===== src/rtl/apb_fifo_pkg.sv =====
// apb_fifo_slave shared types: FSM states, register offsets, FSR bit layout.
package apb_fifo_pkg;

    typedef enum logic {
        IDLE,
        RESP
    } state_t;

    localparam logic [1:0] FSR_OFS = 2'd0;
    localparam logic [1:0] FWD_OFS = 2'd1;
    localparam logic [1:0] FRD_OFS = 2'd2;

    localparam int FSR_EMPTY   = 0;
    localparam int FSR_FULL    = 1;
    localparam int FSR_OVF     = 2;
    localparam int FSR_UDF     = 3;
    localparam int FSR_CNT_LSB = 8;

endpackage


===== src/rtl/apb_fifo_slave_if.sv =====
// APB bus bundle between the peripheral-bus master and the FIFO completer.
interface apb_fifo_slave_if #(
    parameter int ADDR_W = 4
);
    logic [ADDR_W-1:0] PADDR;
    logic              PWRITE;
    logic              PENABLE;
    logic [31:0]       PWDATA;
    logic              PSEL;
    logic [31:0]       PRDATA;
    logic              PREADY;

    modport master (
        output PADDR, PWRITE, PENABLE, PWDATA, PSEL,
        input  PRDATA, PREADY
    );

    modport slave (
        input  PADDR, PWRITE, PENABLE, PWDATA, PSEL,
        output PRDATA, PREADY
    );
endinterface


===== src/rtl/apb_fifo_slave_fifo_core.sv =====
// Circular-buffer FIFO with combinational head; push when full and
// pop when empty are dropped here, the caller records the error.
module fifo_core #(
    parameter int DEPTH  = 8,
    parameter int DATA_W = 8
) (
    input  logic                       clk,
    input  logic                       rst,
    input  logic                       push,
    input  logic                       pop,
    input  logic [DATA_W-1:0]          wdata,
    output logic [DATA_W-1:0]          rdata,
    output logic                       full,
    output logic                       empty,
    output logic [$clog2(DEPTH):0]     count
);
    localparam int PW = $clog2(DEPTH);

    logic [DATA_W-1:0] mem [DEPTH];
    logic [PW-1:0]     wp;
    logic [PW-1:0]     rp;
    logic              do_push;
    logic              do_pop;

    assign full    = (count == (PW+1)'(DEPTH));
    assign empty   = (count == '0);
    assign rdata   = mem[rp];
    assign do_push = push & ~full;
    assign do_pop  = pop & ~empty;

    always_ff @(posedge clk) begin
        if (do_push) begin
            mem[wp] <= wdata;
        end
    end

    always_ff @(posedge clk) begin
        if (rst) begin
            wp    <= '0;
            rp    <= '0;
            count <= '0;
        end else begin
            if (do_push) begin
                wp <= wp + 1'b1;
            end
            if (do_pop) begin
                rp <= rp + 1'b1;
            end
            if (do_push && !do_pop) begin
                count <= count + 1'b1;
            end else if (do_pop && !do_push) begin
                count <= count - 1'b1;
            end
        end
    end

endmodule


===== src/rtl/apb_fifo_slave.sv =====
// APB completer exposing a FIFO through status, push and pop registers,
// with one registered wait state on every transfer.
module apb_fifo_slave
    import apb_fifo_pkg::*;
#(
    parameter int DEPTH  = 8,
    parameter int DATA_W = 8,
    parameter int ADDR_W = 4
) (
    input  logic              PCLK,
    input  logic              PRESET,
    apb_fifo_slave_if.slave   bus,
    output logic              fifo_full,
    output logic              fifo_empty
);
    localparam int CW = $clog2(DEPTH) + 1;

    state_t            state;
    logic              ovf;
    logic              udf;
    logic              pready;
    logic [31:0]       prdata;
    logic [ADDR_W-1:0] paddr;
    logic [1:0]        ofs;
    logic              start;
    logic              is_fsr;
    logic              is_fwd;
    logic              is_frd;
    logic              push;
    logic              pop;
    logic [DATA_W-1:0] head;
    logic [CW-1:0]     count;
    logic [31:0]       fsr;
    logic [31:0]       rd_val;
    logic              unused_bits;

    assign paddr  = bus.PADDR;
    assign ofs    = paddr[3:2];
    assign start  = (state == IDLE) & bus.PSEL & bus.PENABLE;
    assign is_fsr = (ofs == FSR_OFS);
    assign is_fwd = (ofs == FWD_OFS);
    assign is_frd = (ofs == FRD_OFS);
    assign push   = start & bus.PWRITE & is_fwd;
    assign pop    = start & ~bus.PWRITE & is_frd;

    assign bus.PREADY = pready;
    assign bus.PRDATA = prdata;

    assign unused_bits = ^{paddr, bus.PWDATA};

    fifo_core #(
        .DEPTH  (DEPTH),
        .DATA_W (DATA_W)
    ) u_fifo (
        .clk   (PCLK),
        .rst   (PRESET),
        .push  (push),
        .pop   (pop),
        .wdata (bus.PWDATA[DATA_W-1:0]),
        .rdata (head),
        .full  (fifo_full),
        .empty (fifo_empty),
        .count (count)
    );

    always_comb begin
        fsr                          = '0;
        fsr[FSR_EMPTY]               = fifo_empty;
        fsr[FSR_FULL]                = fifo_full;
        fsr[FSR_OVF]                 = ovf;
        fsr[FSR_UDF]                 = udf;
        fsr[FSR_CNT_LSB +: 8]        = 8'(count);
    end

    always_comb begin
        rd_val = '0;
        unique case (1'b1)
            is_fsr:  rd_val = fsr;
            is_frd:  rd_val = fifo_empty ? '0 : 32'(head);
            default: rd_val = '0;
        endcase
    end

    // Register op happens only on the IDLE->RESP edge, so a held
    // select cannot repeat it within the same response cycle.
    always_ff @(posedge PCLK) begin
        if (PRESET) begin
            state  <= IDLE;
            pready <= 1'b0;
            prdata <= '0;
            ovf    <= 1'b0;
            udf    <= 1'b0;
        end else begin
            unique case (state)
                IDLE: begin
                    if (start) begin
                        state  <= RESP;
                        pready <= 1'b1;
                        prdata <= bus.PWRITE ? '0 : rd_val;
                        if (push && fifo_full) begin
                            ovf <= 1'b1;
                        end
                        if (pop && fifo_empty) begin
                            udf <= 1'b1;
                        end
                        if (bus.PWRITE && is_fsr) begin
                            ovf <= ovf & ~bus.PWDATA[FSR_OVF];
                            udf <= udf & ~bus.PWDATA[FSR_UDF];
                        end
                    end
                end
                RESP: begin
                    state  <= IDLE;
                    pready <= 1'b0;
                end
                default: begin
                    state  <= IDLE;
                    pready <= 1'b0;
                end
            endcase
        end
    end

endmodule


===== src/flat_wrapper.sv =====
// flat-port wrapper written by rule: the top's interface ports become plain ports
module apb_fifo_slave_flat import apb_fifo_pkg::*;
#(
    parameter int DEPTH  = 8,
    parameter int DATA_W = 8,
    parameter int ADDR_W = 4
)
  (PCLK, PRESET, fifo_full, fifo_empty, bus_PADDR, bus_PWRITE, bus_PENABLE, bus_PWDATA, bus_PSEL, bus_PRDATA, bus_PREADY);
  apb_fifo_slave_if #(.ADDR_W(ADDR_W)) bus_i ();
  input  logic PCLK;
  input  logic PRESET;
  output logic fifo_full;
  output logic fifo_empty;
  input wire logic [$bits(bus_i.PADDR)-1:0] bus_PADDR;
  input wire logic [$bits(bus_i.PWRITE)-1:0] bus_PWRITE;
  input wire logic [$bits(bus_i.PENABLE)-1:0] bus_PENABLE;
  input wire logic [$bits(bus_i.PWDATA)-1:0] bus_PWDATA;
  input wire logic [$bits(bus_i.PSEL)-1:0] bus_PSEL;
  output wire logic [$bits(bus_i.PRDATA)-1:0] bus_PRDATA;
  output wire logic [$bits(bus_i.PREADY)-1:0] bus_PREADY;
  assign bus_i.PADDR = bus_PADDR;
  assign bus_i.PWRITE = bus_PWRITE;
  assign bus_i.PENABLE = bus_PENABLE;
  assign bus_i.PWDATA = bus_PWDATA;
  assign bus_i.PSEL = bus_PSEL;
  assign bus_PRDATA = bus_i.PRDATA;
  assign bus_PREADY = bus_i.PREADY;
  apb_fifo_slave #(.DEPTH(DEPTH), .DATA_W(DATA_W), .ADDR_W(ADDR_W)) u_core (.PCLK(PCLK), .PRESET(PRESET), .bus(bus_i), .fifo_full(fifo_full), .fifo_empty(fifo_empty));
endmodule

===== config.mk =====
export PLATFORM = sky130hd
export DESIGN_NAME = apb_fifo_slave_flat
export DESIGN_NICKNAME = d
export VERILOG_FILES = /design/src/rtl/apb_fifo_pkg.sv /design/src/rtl/apb_fifo_slave_if.sv /design/src/rtl/apb_fifo_slave_fifo_core.sv /design/src/rtl/apb_fifo_slave.sv /design/src/flat_wrapper.sv
export SDC_FILE = /design/constraint.sdc
export NUM_CORES = 1
export LEC_CHECK = 0
export ABC_AREA = 1
export ABC_CLOCK_PERIOD_IN_PS = 2500
export CORE_UTILIZATION = 25
export CTS_BUF_LIST = sky130_fd_sc_hd__clkbuf_4
export CTS_CLUSTER_DIAMETER = 200
export DETAILED_ROUTE_END_ITERATION = 7
export GPL_ROUTABILITY_DRIVEN = 0
export PLACE_DENSITY = 0.52
export SYNTH_ARGS = -nofsm -noshare
export SYNTH_HDL_FRONTEND = slang
export SYNTH_HIERARCHICAL = 1
export SYNTH_SLANG_ARGS = --single-unit

===== constraint.sdc =====
create_clock -name PCLK -period 2.5 [get_ports PCLK]
set_input_delay 0.5 -clock PCLK [delete_from_list [all_inputs] [get_ports PCLK]]
set_output_delay 0.5 -clock PCLK [all_outputs]
set_load 0.005 [all_outputs]

# After elaboration in Yosys (flattened, before gate mapping)
# Memory sizes are Yosys's and may differ from the RTL's. A register that Yosys moved wholly into a read port is not among the register bits.
# Index checks and enable logic that the tools add are counted.
# op_classes
n_addsub	4
mul	0
div_mod_pow	0
n_lt_le_gt_ge	0
n_eq_ne	4
n_shift	0
n_mux	17
n_bitwise	16
n_reduce_logical	15
# ops
cell	count
$pmux 32 s2	1
$mux 32	1
$and 1x1->1	10
$mux 1	8
$mux 4	2
$mux 8	1
$add 3x1->3 const B	2
$mux 3	2
$not 1->1	6
$reduce_and 3->1	2
$reduce_bool 2->1	3
$logic_and 1x1->1	5
$add 4x1->4 const B	1
$eq 4x4->1 const B	1
$logic_not 4->1	1
$pmux 1 s2	2
$sub 4x1->4 const B	1
$eq 2x1->1 const B	1
$eq 2x2->1 const B	1
$logic_not 1->1	2
$logic_not 2->1	1
$ne 2x1->1 const B	1
$reduce_and 2->1	1
# totals
register_bits	46
latch_bits	0
mem_bits_rw	64
romBits	0
in_bits	41
wordCells	65
mem_count	1
# memory_table
memory	depth	word_bits	rd	rd_clocked_by_memory_dff	wr	line_no	rtl
u_core.u_fifo.mem	8	8	1	1	1	apb_fifo_slave_fifo_core.sv:19	logic [DATA_W-1:0] mem [DEPTH];

# Depth between registers and ports, before layout
# Gate-level depths: netlist of the first run.
# logic_depth
ltp_word	10
mapped_depth	16
depth_no_buf	15

# Modules after synthesis
# Netlist of the first run, hierarchy kept.
# by_module_without_submodules
mod	instances	cells_per_inst	area_each_um2
fifo_core	1	312	3310.7
apb_fifo_slave	1	133	919.6

# Worst setup path after synthesis of the first run
# OpenSTA, ideal clock, no wires.
# synth_path
path_type	in2reg
startpoint	input bus_PENABLE
endpoint	register u_core.u_fifo.count[3]
setup_ps	109
arrival_time_ps	2477
required_time_ps	2391
slack_ps	-85
stages	13
cell_sequence	nand3_4 > buf_2 > nor4_1 > nand2_2 > inv_2 > ha_1 > inv_1 > ha_1 > or2_2 > nand3_1 > nand3_1 > nand2_1 > inv_1
# synth_between
elab_chain_cells	7
elab_cells_between_ends	13
classes_between	mux (1); bitwise (7); reduce/logical (5)
# synth_lines
element	line_no	rtl
from (decl)	flat_wrapper.sv:16	input wire logic [$bits(bus_i.PENABLE)-1:0] bus_PENABLE;
$and 1x1->1 (*)	apb_fifo_slave.sv:39	assign start = (state == IDLE) & bus.PSEL & bus.PENABLE;
$and 1x1->1 (*) (2 in series)	apb_fifo_slave.sv:43	assign push = start & bus.PWRITE & is_fwd;
via u_core.push	apb_fifo_slave.sv:29	logic push;
$and 1x1->1 (*)	apb_fifo_slave_fifo_core.sv:28	assign do_push = push & ~full;
via u_core.u_fifo.do_push	apb_fifo_slave_fifo_core.sv:22	logic do_push;
$logic_not 1->1	apb_fifo_slave_fifo_core.sv:51	end else if (do_pop && !do_push) begin
$logic_and 1x1->1	apb_fifo_slave_fifo_core.sv:51	
$reduce_bool 2->1 (no line)	--	
to (signal assigned)	apb_fifo_slave_fifo_core.sv:50	count <= count + 1'b1;
to (signal assigned)	apb_fifo_slave_fifo_core.sv:52	count <= count - 1'b1;
to (decl)	apb_fifo_slave_fifo_core.sv:15	output logic [$clog2(DEPTH):0] count
# The timed path passes the listed nets; every way through them passes the cells marked *.
# A chain may end at the register's enable or synchronous reset.

# Worst setup path in the final report of the first run
# layout_path
startpoint	input bus_PADDR[3]
endpoint	register u_core.u_fifo.count[3]
# layout_between
elab_chain_cells	6
elab_cells_between_ends	12
classes_between	eq/ne (2); mux (1); bitwise (4); reduce/logical (5)
# layout_lines
element	line_no	rtl
from (decl)	flat_wrapper.sv:14	input wire logic [$bits(bus_i.PADDR)-1:0] bus_PADDR;
$eq 2x2->1 (*)	apb_fifo_slave.sv:42	assign is_frd = (ofs == FRD_OFS);
$and 1x1->1 (*)	apb_fifo_slave.sv:44	assign pop = start & ~bus.PWRITE & is_frd;
via u_core.pop	apb_fifo_slave.sv:30	logic pop;
$and 1x1->1 (*)	apb_fifo_slave_fifo_core.sv:29	assign do_pop = pop & ~empty;
$logic_not 1->1	apb_fifo_slave_fifo_core.sv:49	if (do_push && !do_pop) begin
$logic_and 1x1->1	apb_fifo_slave_fifo_core.sv:49	
$mux 4 or $reduce_bool 2->1 (tied branches)	--	
# Marks and branches as above.

==> results of run 1 <==
-- synth_stat cells, types with 2 or more instances --
cell	n	area, um2
nand2_2	3	18.8
ha_1	5	62.6
dfxtp_1	29	581
o21ai_1	30	150
buf_4	22	165
nor2_1	91	342
nand4_1	4	25.0
buf_6	10	113
nor2_2	4	25.0
o21ai_0	7	35.0
a21oi_1	17	85.1
inv_2	2	7.51
nand2_1	95	357
edfxtp_1	64	1920
xor2_1	3	26.3
nand3_2	3	30.0
inv_1	31	116
nand3_1	12	60.1
nor4_1	2	12.5
-- repair_timing --
action	in CTS	in global routing
buffers inserted	0	1
gates resized for setup	0	1
endpoints found under the hold margin	0	0
endpoints found under the setup margin	0	1
-- state kept, by name (all words and copies together), names as in the netlist, named ones only --
name / count
u_core/u_fifo/wp: 3
u_core/bus.PRDATA: 12
u_core/ovf: 1
u_core/udf: 1
u_core/state: 1
u_core/bus.PREADY: 1
u_core/u_fifo/rp: 3
u_core/u_fifo/mem: 64
u_core/u_fifo/count: 4
-- path summary, 6_finish.rpt --
| path | start | slack [ns] | depth (start not counted) | endpoint |
|---|---|---|---|---|
| worst min register to register | u_core/bus.PRDATA[8] | 0.48 | 2 | u_core/bus.PRDATA[8] |
| worst max register to register | u_core/state | 0.24 | 13 | u_core/u_fifo/count[3] |
| worst max-delay path | bus_PADDR[3] | 0.09 | 13 | u_core/u_fifo/count[3] |
| worst min-delay path | u_core/bus.PRDATA[8] | 0.48 | 2 | u_core/bus.PRDATA[8] |
-- stage by stage --
step | TNS (ns) | total power (uW)
floorplan | 0 | 1780
global placement | -0.806 | 1840
detailed placement | -0.865 | 1840
CTS | 0 | 2640
global route | 0 | 2730
finish | 0 | 2620
-- power groups by stage --
stage	registers (uW)	clock network, uW	logic [uW]
after global routing	1660	898	173
final	1650	808	154
after floorplan	1690	0	92.5
after global placement	1690	0	149
after detailed placement	1690	0	152
after CTS	1650	830	152
-- worst min-delay path: stages (launching register included) --
cell and delay (ns):
dfxtp_1 0.33, nand2_1 0.06, a21oi_1 0.05
-- routing by layer --
layer	global-route usage	share of wire	routed length (um)
met5	0	0	0
met4	0.0685	0.036	325
met3	0.0188	0.030	272
met2	0.190	0.50	4460
met1	0.126	0.44	3920
-- cell families after synthesis --
group	share of synthesized area
compound gates	0.0654
xor+xnor	0.00621
fa+ha+maj	0.0195
buf+inv	0.0991
flops	0.592
other cells	0.000886
simple gates	0.217
-- cell type report --
class	count	area, um2
clock inverter	6	61.3
timing repair buffer	63	546
multi-input combinational	303	1390
sequential	93	2500
tap	220	275
clock buffer	10	75.1
fill	1698	11500
inverter	34	136
antenna	1	2.50
==> results by group, run 1 <==
Worst setup path
  – Slowest CP cell: clkdlybuf4s50_1
  – Critical Path RT: 2.86 ns
  – Crit-path max FO: 4
  – Critical Path Most Common Cell: inv_1
  – CP delay by family, top: buffers and inverters
  – Critical Path Source Type: input pin
  – Buffer and inverter count on the worst path: 5
  – Crit. End Element: flip-flop
  – Max stage delay on crit path: 0.53 ns
  – Critical Path AT: ~2.8 ns
  – Critical path class: in2reg
  – CP cell instances: clkdlybuf4s50_1, inv_1, nor4_1, buf_4, nand2_2, ha_1, inv_1, ha_1, or2_2, nand3_1, nand3_1, nand2_1, inv_1

GRT
  – Largest net degree at the start of global routing: 33
  – Grt ovf: 0
  – GRT Overall Usage: 0.110
  – Vias in the first global route: slightly below 3,000
  – Initial antenna violation count: 1
  – Wire length of the first global-routing pass: 14,600 um

Finish
  – Final non-filler cell area: 0.00498 mm2
  – Most frequent cells in the layout: 95 x nand2_1, 91 x nor2_1, 64 x edfxtp_1
  – Layout Utilization: 0.302
  – Most common cell after layout, fill and taps aside: nand2_1
  – Synthesis-to-finish area growth: 17.8%
  – Final nets: 551
  – Finished Layout Cells: 730
  – Share of cells above drive strength 1: 0.132

STA
  – Final worst slack: 0.0879 ns
  – Slew HR: 0.622
  – Period utilisation layout: 0.965
  – Slew Limit Fails: 0
  – RSZ-0062 raised after global routing: no
  – Final setup violating endpoints: 0
  – Final Skew: 0.0181 ns
  – Worst slew pin tran: 0.566 ns
  – Hold Vio Cnt, Final: 0
  – Worst Hold Slack: 0.476 ns
  – Tmin final: 2.41 ns
  – F_max: between 0.4 and 0.5 GHz

CTS
  – Hold_buf cts: 0
  – Clk root buf: clkbuf_4
  – Clock sink total: 93
  – Clock latency on the worst-skew pair: between 0.4 and 0.5 ns
  – H-tree depth: 3
  – CTS max path bufs: 2
  – Clk slew on worst S/H paths: between 0.1 and 0.15 ns
  – CTS tree: done
  – Cts bufs inserted: 9

Die
  – Die width: 132 um
  – Initial core utilization: 0.256
  – Core footprint: 0.0165 mm2
  – IO Count: 76
  – Die Area: 0.0174 mm2
  – Die height: about 130 um
  – Row cnt: 47

Routing
  – DRC Markers: 0
  – Iteration-0 DRC count of the detailed router: 219
  – Vias: ~3,100
  – Routed WL: between 8000 and 9000 um
  – Detailed Routing Iterations Pass 1: 4
  – ANT nets after route: 0
  – DR vias/cell: between 4 and 5
  – Per-cell routed wire length: 12.3 um

Place
  – DP Area: 0.00483 mm2
  – Cell total after placement: between 700 and 800
  – Place WS: -0.372 ns
  – DP HPWL: 6230 um
  – I/O Buffers: 29

Synthesis
  – Cell count after synthesis: between 400 and 500
  – #FFs+latches synth: 93
  – Syn Area/Cell: between 9 and 10 um2
  – YS warnings: 6
  – Netlist cell types: 30
  – Post-synthesis async set-or-reset flop share: 0
  – Register area share after synthesis: 0.592
  – Ys flop type: edfxtp_1
  – Post-synth EDFFs: 64
  – Post-Syn Area: 0.00423 mm2

Outcome
  – Status: finished clean

Pwr
  – Pint: just over 2000 uW
  – Power per Cell Area: 525 mW/mm2
  – Maximum vdd ir drop: around 0.18 mV
  – P_sw: 590 uW
  – Sw frac: 0.226
  – Sequential power share: 0.632
  – Clock group share of total power: 0.309
  – Leakage: 0.00192 uW
  – Logic pwr share: 0.059

Hold path
  – Worst Hold Class: reg2reg

Flow run
  – Max Cap Viol: 0
Note: power is estimated with default switching activity, not from simulation.
==> run 2, diff against run 1 <==
--- a/config.mk
+++ b/config.mk
@@ -6,13 +6,13 @@
 export NUM_CORES = 1
 export LEC_CHECK = 0
 export ABC_AREA = 1
-export ABC_CLOCK_PERIOD_IN_PS = 2500
+export ABC_CLOCK_PERIOD_IN_PS = 2400
 export CORE_UTILIZATION = 25
 export CTS_BUF_LIST = sky130_fd_sc_hd__clkbuf_4
 export CTS_CLUSTER_DIAMETER = 200
 export DETAILED_ROUTE_END_ITERATION = 7
 export GPL_ROUTABILITY_DRIVEN = 0
-export PLACE_DENSITY = 0.52
+export PLACE_DENSITY = 0.5
 export SYNTH_ARGS = -nofsm -noshare
 export SYNTH_HDL_FRONTEND = slang
 export SYNTH_HIERARCHICAL = 1
==> constraint.sdc (replaced) <==
create_clock -name PCLK -period 2.4 [get_ports PCLK]
set_input_delay 0.48 -clock PCLK [delete_from_list [all_inputs] [get_ports PCLK]]
set_output_delay 0.48 -clock PCLK [all_outputs]
set_load 0.005 [all_outputs]
==> run 2 against run 1 <==
  * Clock skew is 0.0063 ns lower
  * Register-to-register slack hardly changed
  * Wire length is 4.7% higher
  * Sequential power is 4% higher
  * Total power is 8.4% higher
  * Utilization is 0.33 points higher
  * Combinational power is 6% higher
  * Design area is 1.1% higher
  * Critical path depth stayed put
  * Clock power is 17% higher
  * Critical path type unchanged
  * Largest power group unchanged
==> results by group, run 2 (synthesis results as in run 1) <==
Worst setup path
  – Critical path class: in2reg
  – Critical Path AT: 2.65 ns
  – FF-to-FF path depth: 13
  – Crit. End Element: flip-flop
  – Critical Path Source Type: input pin
  – Crit-path max FO: 4
  – Critical Path RT: 2.76 ns

Finish
  – Synthesis-to-finish area growth: 19.1%
  – Final nets: 552
  – Final non-filler cell area: 0.00504 mm2
  – Finished Layout Cells: 731
  – Most frequent cells in the layout: 95 x nand2_1, 91 x nor2_1, 64 x edfxtp_1
  – Share of cells above drive strength 1: 0.147
  – Top reg by flops: u_core/u_fifo/mem
  – Most common cell after layout, fill and taps aside: nand2_1
  – Largest register FFs: 64
  – Seq. cell area: 0.00250 mm2
  – # fillers: about 1,700
  – Multi-input gate area: 0.00140 mm2

GRT
  – Grt ovf: 0
  – GRT Overall Usage: 0.117
  – Largest net degree at the start of global routing: 33
  – Initial antenna violation count: 1
  – Wire length of the first global-routing pass: 15,600 um
  – Vias in the first global route: 3,028

Pwr
  – Power per Cell Area: 563 mW/mm2
  – Maximum vdd ir drop: around 0.24 mV
  – Leakage: 0.00195 uW

Place
  – DP Area: 0.00484 mm2
  – I/O Buffers: 29
  – DP HPWL: 6590 um
  – Cell total after placement: 713
  – Place WS: -0.430 ns

Die
  – Row cnt: 47
  – Initial core utilization: 0.256
  – IO Count: 76
  – Die Area: around 0.017 mm2
  – Die width: 132 um
  – Core footprint: 0.0165 mm2
  – Die height: 132 um

STA
  – F_max: 0.437 GHz
  – Final worst slack: 0.114 ns
  – Period utilisation layout: 0.953
  – Slew Limit Fails: 0
  – Worst slew pin tran: 0.565 ns
  – Final Skew: between 0.01 and 0.015 ns
  – Tmin final: between 2 and 2.5 ns
  – Hold Vio Cnt, Final: 0
  – Final setup violating endpoints: 0
  – RSZ-0062 raised after global routing: no
  – Slew HR: 0.623
  – Setup Total Neg Slack: 0 ns

Routing
  – Per-cell routed wire length: 12.9 um
  – Routed WL: about 9400 um
  – ANT nets after route: 0
  – DRC Markers: 0
  – Vias: around 3,000
  – DR vias/cell: 4.15
  – Detailed Routing Iterations Pass 1: 4
  – Iteration-0 DRC count of the detailed router: between 150 and 200

CTS
  – CTS tree: done
  – CTS max path bufs: 2
  – Clk slew on worst S/H paths: between 0.1 and 0.15 ns
  – H-tree depth: 3
  – Cts bufs inserted: 9
  – Clk root buf: clkbuf_4
  – Clock sink total: 93
  – Clock latency on the worst-skew pair: around 0.44 ns

Flow run
  – Max Cap Viol: 0

Hold path
  – Hold path depth: 2
  – Worst Hold Class: reg2reg

Outcome
  – Status: finished clean
## run 2: path summary, 6_finish.rpt
check / from / to / slack (ns)
max: bus_PADDR[2] / u_core/u_fifo/count[3] / 0.11
min: u_core/bus.PRDATA[9] / u_core/bus.PRDATA[9] / 0.48
max reg2reg: u_core/state / u_core/u_fifo/count[3] / 0.25
min reg2reg: u_core/bus.PRDATA[9] / u_core/bus.PRDATA[9] / 0.48
## run 2: power breakdown
group          internal, uW  switching, uW  total, uW
combinational          67.0           97.3        164
clock                   431            516        947
sequential             1720           6.61       1720
## run 2: metal layers
| metal | vias up | global-route usage | share of wire |
|---|---|---|---|
| met5 | - | 0 | 0 |
| met4 | 0 | 0.0504 | 0.010 |
| met3 | 6 | 0.0185 | 0.027 |
| met2 | 54 | 0.196 | 0.50 |
| met1 | 1440 | 0.148 | 0.47 |
| li1 | 1537 | - | - |
## run 2: metrics by stage
step                utilization  hold slack, ns  total power, uW
finish                    0.305           0.476             2830
global placement          0.293           0.454             1910
CTS                       0.304           0.479             2870
floorplan                     -           0.456             1850
detailed placement        0.293           0.459             1920
global route              0.305           0.496             2960
## run 2: critical path, stage by stage
cell and delay [ns]:
clkdlybuf4s50_1 0.53, inv_1 0.10, nor4_4 0.28, nand2_2 0.10
inv_2 0.07, ha_1 0.18, inv_2 0.07, ha_1 0.28
or2_2 0.31, nand3_1 0.09, nand3_1 0.07, nand2_1 0.06
inv_1 0.04
## run 2: what timing repair did
| action | 4_1_cts | 5_1_grt |
|---|---|---|
| hold buffers | 0 | 0 |
| endpoints found under the setup margin | 1 | 4 |
| buffers inserted | 1 | 0 |
| resized for setup | 1 | 7 |
| hold endpoints to repair | 0 | 0 |
## run 2: cell type report
type | instances | area share
flip-flops and latches | 93 | 0.497
multi-input cells | 303 | 0.278
inverters | 34 | 0.0271
repair buffers | 64 | 0.110
well taps | 220 | 0.0546
diodes | 1 | 0.000497
clock buffers | 10 | 0.0149
clock inverters | 6 | 0.0174
==> variant 1 (config.mk and constraints of run 1) <==
Make the reset (`PRESET` and `rst`) asynchronous in 2 clocked blocks.
--- a/src/rtl/apb_fifo_slave_fifo_core.sv
+++ b/src/rtl/apb_fifo_slave_fifo_core.sv
@@ -34,7 +34,7 @@
         end
     end
 
-    always_ff @(posedge clk) begin
+    always_ff @(posedge clk or posedge rst) begin
         if (rst) begin
             wp    <= '0;
             rp    <= '0;
--- a/src/rtl/apb_fifo_slave.sv
+++ b/src/rtl/apb_fifo_slave.sv
@@ -83,7 +83,7 @@
 
     // Register op happens only on the IDLE->RESP edge, so a held
     // select cannot repeat it within the same response cycle.
-    always_ff @(posedge PCLK) begin
+    always_ff @(posedge PCLK or posedge PRESET) begin
         if (PRESET) begin
             state  <= IDLE;
             pready <= 1'b0;
Behaviour: differs if PRESET is asserted again (counterexample within 4 cycles, from zero or initial values and one cycle with PRESET high); with PRESET held inactive, the same outputs for 10 cycles.
==> variant 1 against run 1 <==
Register-to-register slack barely moved; area after synthesis rose by 2.9%; sequential cell count fell by 3; worst setup slack improved by 31 ps; routed wire length rose by 2.6%; cell area rose by 2.8%; fmax rose by 1.3%; highest routed layer unchanged.
Power is not compared: it rests on default switching activity, and its combinational part moved more than twofold at a synthesized area within 25%.
==> variant 1: results (changes against run 1) <==
cp_top_family: "simple AND/OR/NAND/NOR gates"  # was buffers and inverters
placedCellCount: 745  # was 712
synth_common_cells: "167 x nand2_1, 71 x nor2_1, 64 x edfxtp_1"  # was 95 x nand2_1, 91 x nor2_1, 64 x edfxtp_1
finalHoldWorstSlack_ps: 357.6  # was 475.9 ps
r2r-end: "u_core/u_fifo/count[3]"  # unchanged
r2r-start: "u_core/state"  # unchanged
synth_cells: 480  # was 445
cp.arrival_ps: 2720  # was 2770 ps
worst-r2r-cell-count: 14  # was 13
yosys-top-cells-area: "edfxtp_1 44%, dfrtp_1 15%, nand2_1 14%"  # was edfxtp_1 45%, dfxtp_1 14%, nand2_1 8.4%
drt_wl_total_um: 9208  # was 8976 µm
place_hpwl_um: 6317  # was 6233 µm
pre_cts_ws_ps: -361.9  # was -371.7 ps
first_global_vias: 2884  # was 2966
status: "completed"  # unchanged
worst_pin_slew_ps: 613.7  # was 566.1 ps
antenna_found_initial: 0  # was 1
yosysUniqueCellTypes: 27  # was 30
avgViaCountPerCell: 4.072  # was 4.195
yosysSeqAreaShare_pct: 59.10  # was 59.15%
insertedDiodeCount: 0  # was 1
critPathLaunch: "bus_PENABLE"  # was bus_PADDR[3]
hold_class: "input pin to asynchronous set/reset pin"  # was flop to flop
fin_skew_ps: 10.12  # was 18.07 ps
cpPeakStageDelay_ps: 510  # was 530 ps
[variant 1: cell types whose count changed in the layout (fill, tap and decap cells not counted), sizes merged, moves of 3 or more]
cell / run 1 / this run
dfxtp: 29 / 0
nor2: 96 / 73
nand2: 98 / 169
a21oi: 17 / 0
dfrtp: 0 / 26
buf: 34 / 31
nor3: 2 / 9
xnor2: 0 / 5
inv: 34 / 59
o21ai: 37 / 11
[variant 1: layout make-up]
class	count	area (µm²)	area share, %
clock inverter	7	70.07	1.368
sequential	90	2574	50.24
inverter	59	221.5	4.323
timing repair buffer	60	535.5	10.45
clock buffer	9	67.56	1.319
tap	220	275.3	5.374
multi-input combinational	316	1379	26.92
[variant 1: cells by family after synthesis]
| group | after synthesis | synth area share, % |
|---|---|---|
| simple gates | 271 | 25.09 |
| buf+inv | 93 | 11.01 |
| flops | 90 | 59.10 |
| compound gates | 13 | 1.609 |
| xor+xnor | 6 | 1.207 |
| fa+ha+maj | 6 | 1.897 |
| other cells | 1 | 0.08615 |
[variant 1: per-stage QoR]
stage                     util [%]  area (µm²)  power (W)
after floorplan                  -        4424   0.002889
after global placement       29.60        4979   0.003258
after detailed placement     29.60        4979   0.003298
after CTS                    30.42        5116   0.004109
after global routing         30.46        5122   0.004366
final                        30.46        5122   0.004048
[variant 1: worst reg2reg max path: stages (launching register included)]
cell and delay [ps]:
dfrtp_1 400, inv_2 80, nand3_2 130, nor4_2 200, buf_4 160, nand2_2 50
inv_1 70, ha_1 170, inv_1 60, ha_1 280, or2_2 310, nand2_1 80
nand2_1 50, nand3_1 70, nand2_1 60
[variant 1: per-layer routing]
layer,share of wire [%],up-vias,GRT usage [%]
met5,0,-,0
met4,2.0,0,4.230
met3,3.5,15,2.381
met2,49,72,18.28
met1,46,1444,13.86
li1,-,1568,-
==> variant 2 (flow settings as in run 1) <==
Without the edit above. `DATA_W` is set to 8 in 3 places; all go to 7.
--- a/src/rtl/apb_fifo_slave_fifo_core.sv
+++ b/src/rtl/apb_fifo_slave_fifo_core.sv
@@ -2,7 +2,7 @@
 // pop when empty are dropped here, the caller records the error.
 module fifo_core #(
     parameter int DEPTH  = 8,
-    parameter int DATA_W = 8
+    parameter int DATA_W = 7
 ) (
     input  logic                       clk,
     input  logic                       rst,
--- a/src/rtl/apb_fifo_slave.sv
+++ b/src/rtl/apb_fifo_slave.sv
@@ -4,7 +4,7 @@
     import apb_fifo_pkg::*;
 #(
     parameter int DEPTH  = 8,
-    parameter int DATA_W = 8,
+    parameter int DATA_W = 7,
     parameter int ADDR_W = 4
 ) (
     input  logic              PCLK,
--- a/src/flat_wrapper.sv
+++ b/src/flat_wrapper.sv
@@ -2,7 +2,7 @@
 module apb_fifo_slave_flat import apb_fifo_pkg::*;
 #(
     parameter int DEPTH  = 8,
-    parameter int DATA_W = 8,
+    parameter int DATA_W = 7,
     parameter int ADDR_W = 4
 )
   (PCLK, PRESET, fifo_full, fifo_empty, bus_PADDR, bus_PWRITE, bus_PENABLE, bus_PWDATA, bus_PSEL, bus_PRDATA, bus_PREADY);
Function: changed (Yosys sat finds a counterexample within 4 cycles, from zero or initial values and one cycle with PRESET high).
==> variant 2 against run 1 <==
The flow now finishes with violations (DRC); via count decreased by 8.7%; area after synthesis decreased by 9.6%; worst setup slack improved by 14 ps; clock skew decreased by 1.1 ps; cell count decreased by 9.9%; cell area decreased by 9.1%; total power decreased by 7.7%; routed wire length decreased by 11%; utilization increased by 0.65 points; sequential cell count decreased by 9; die area decreased by 9.5%; register-to-register slack got worse by 40 ps; critical path type unchanged.
==> variant 2: results (changes against run 1) <==
status: "finished with violations"  # was completed
violations: "DRC"
clkLatencyLatePin_ps: 420  # was 450 ps
drive_gt1_share_pct: 12.03  # was 13.16%
multi_input_area_share_pct: 28.84  # was 27.81%
grt_pass1_wl_um: 13250  # was 14570 µm
yosys-top-cells-area: "edfxtp_1 44%, dfxtp_1 15%, nand2_1 9.0%"  # was edfxtp_1 45%, dfxtp_1 14%, nand2_1 8.4%
final-seq-area_um2: 2242  # was 2502 µm²
synth-compound-area-share_pct: 6.612  # was 6.537%
cpPeakStageDelay_ps: 570  # was 530 ps
nMultiInputCombCells: 285  # was 303
grt_use_met3_pct: 2.039  # was 1.884%
drc: 8  # was 0
drt_wl_total_um: 7974  # was 8976 µm
grt_use_total_pct: 10.73  # was 10.96%
met3_length_um: 265  # was 272 µm
antenna_found_initial: 0  # was 1
synth_xor_area_share_pct: 0.6874  # was 0.6211%
p_seq_w: 0.00149  # was 0.00165 W
leakage_nw: 1.800  # was 1.925 nW
pre_cts_ws_ps: -466.3  # was -371.7 ps
synthAdderAreaFrac_pct: 2.160  # was 1.952%
nets: 516  # was 551
firstDrtPassIters: 8  # was 4
met1_usage_pct: 13.45  # was 12.60%
placed_cell_area_um2: 4358  # was 4835 µm²
placedCellCount: 642  # was 712
synth_edf_count: 56  # was 64
use_met2_pct: 18.20  # was 18.96%
first_global_vias: 2719  # was 2966
wl_met2_um: 3820  # was 4460 µm
portBuffers: 27  # was 29
yosysUniqueCellTypes: 29  # was 30
die_x_um: 125.7  # was 132.1 µm
place_hpwl_um: 5604  # was 6233 µm
cp.arrival_ps: 2730  # was 2770 ps
fill_cells: 1552  # was 1698
clockPowerShare_pct: 32.3  # was 30.9%
grt_start_max_net_pins: 29  # was 33
seq_cells: 84  # was 93
insertedDiodeCount: 0  # was 1
variant 2: cell count changes after synthesis, sizes merged, moves of 2 or more:
cell / change
buf: -4
clkbuf: +2
edfxtp: -8
nand2: -5
nor2: -7
o21ai: -4
variant 2: cells by family after synthesis:
| group | Yosys count |
|---|---|
| adder cells (fa/ha/maj) | 6 |
| other | 1 |
| XOR/XNOR | 3 |
| AND/OR/NAND/NOR | 205 |
| AO/OA/AOI/OAI | 50 |
| buffers and inverters | 67 |
| flip-flops | 84 |
variant 2: worst paths after layout:
kind / start / endpoint / slack, ps / cells past startpoint
max: bus_PADDR[3] / u_core/u_fifo/count[3] / 100 / 13
min: u_core/bus.PRDATA[2] / u_core/bus.PRDATA[2] / 470 / 2
max reg2reg: u_core/state / u_core/u_fifo/count[3] / 200 / 14
min reg2reg: u_core/bus.PRDATA[2] / u_core/bus.PRDATA[2] / 470 / 2
variant 2: repair_timing:
item | CTS | global route
endpoints found under the setup margin | 2 | 2
gates resized for setup | 2 | 7
pin swaps | 0 | 1
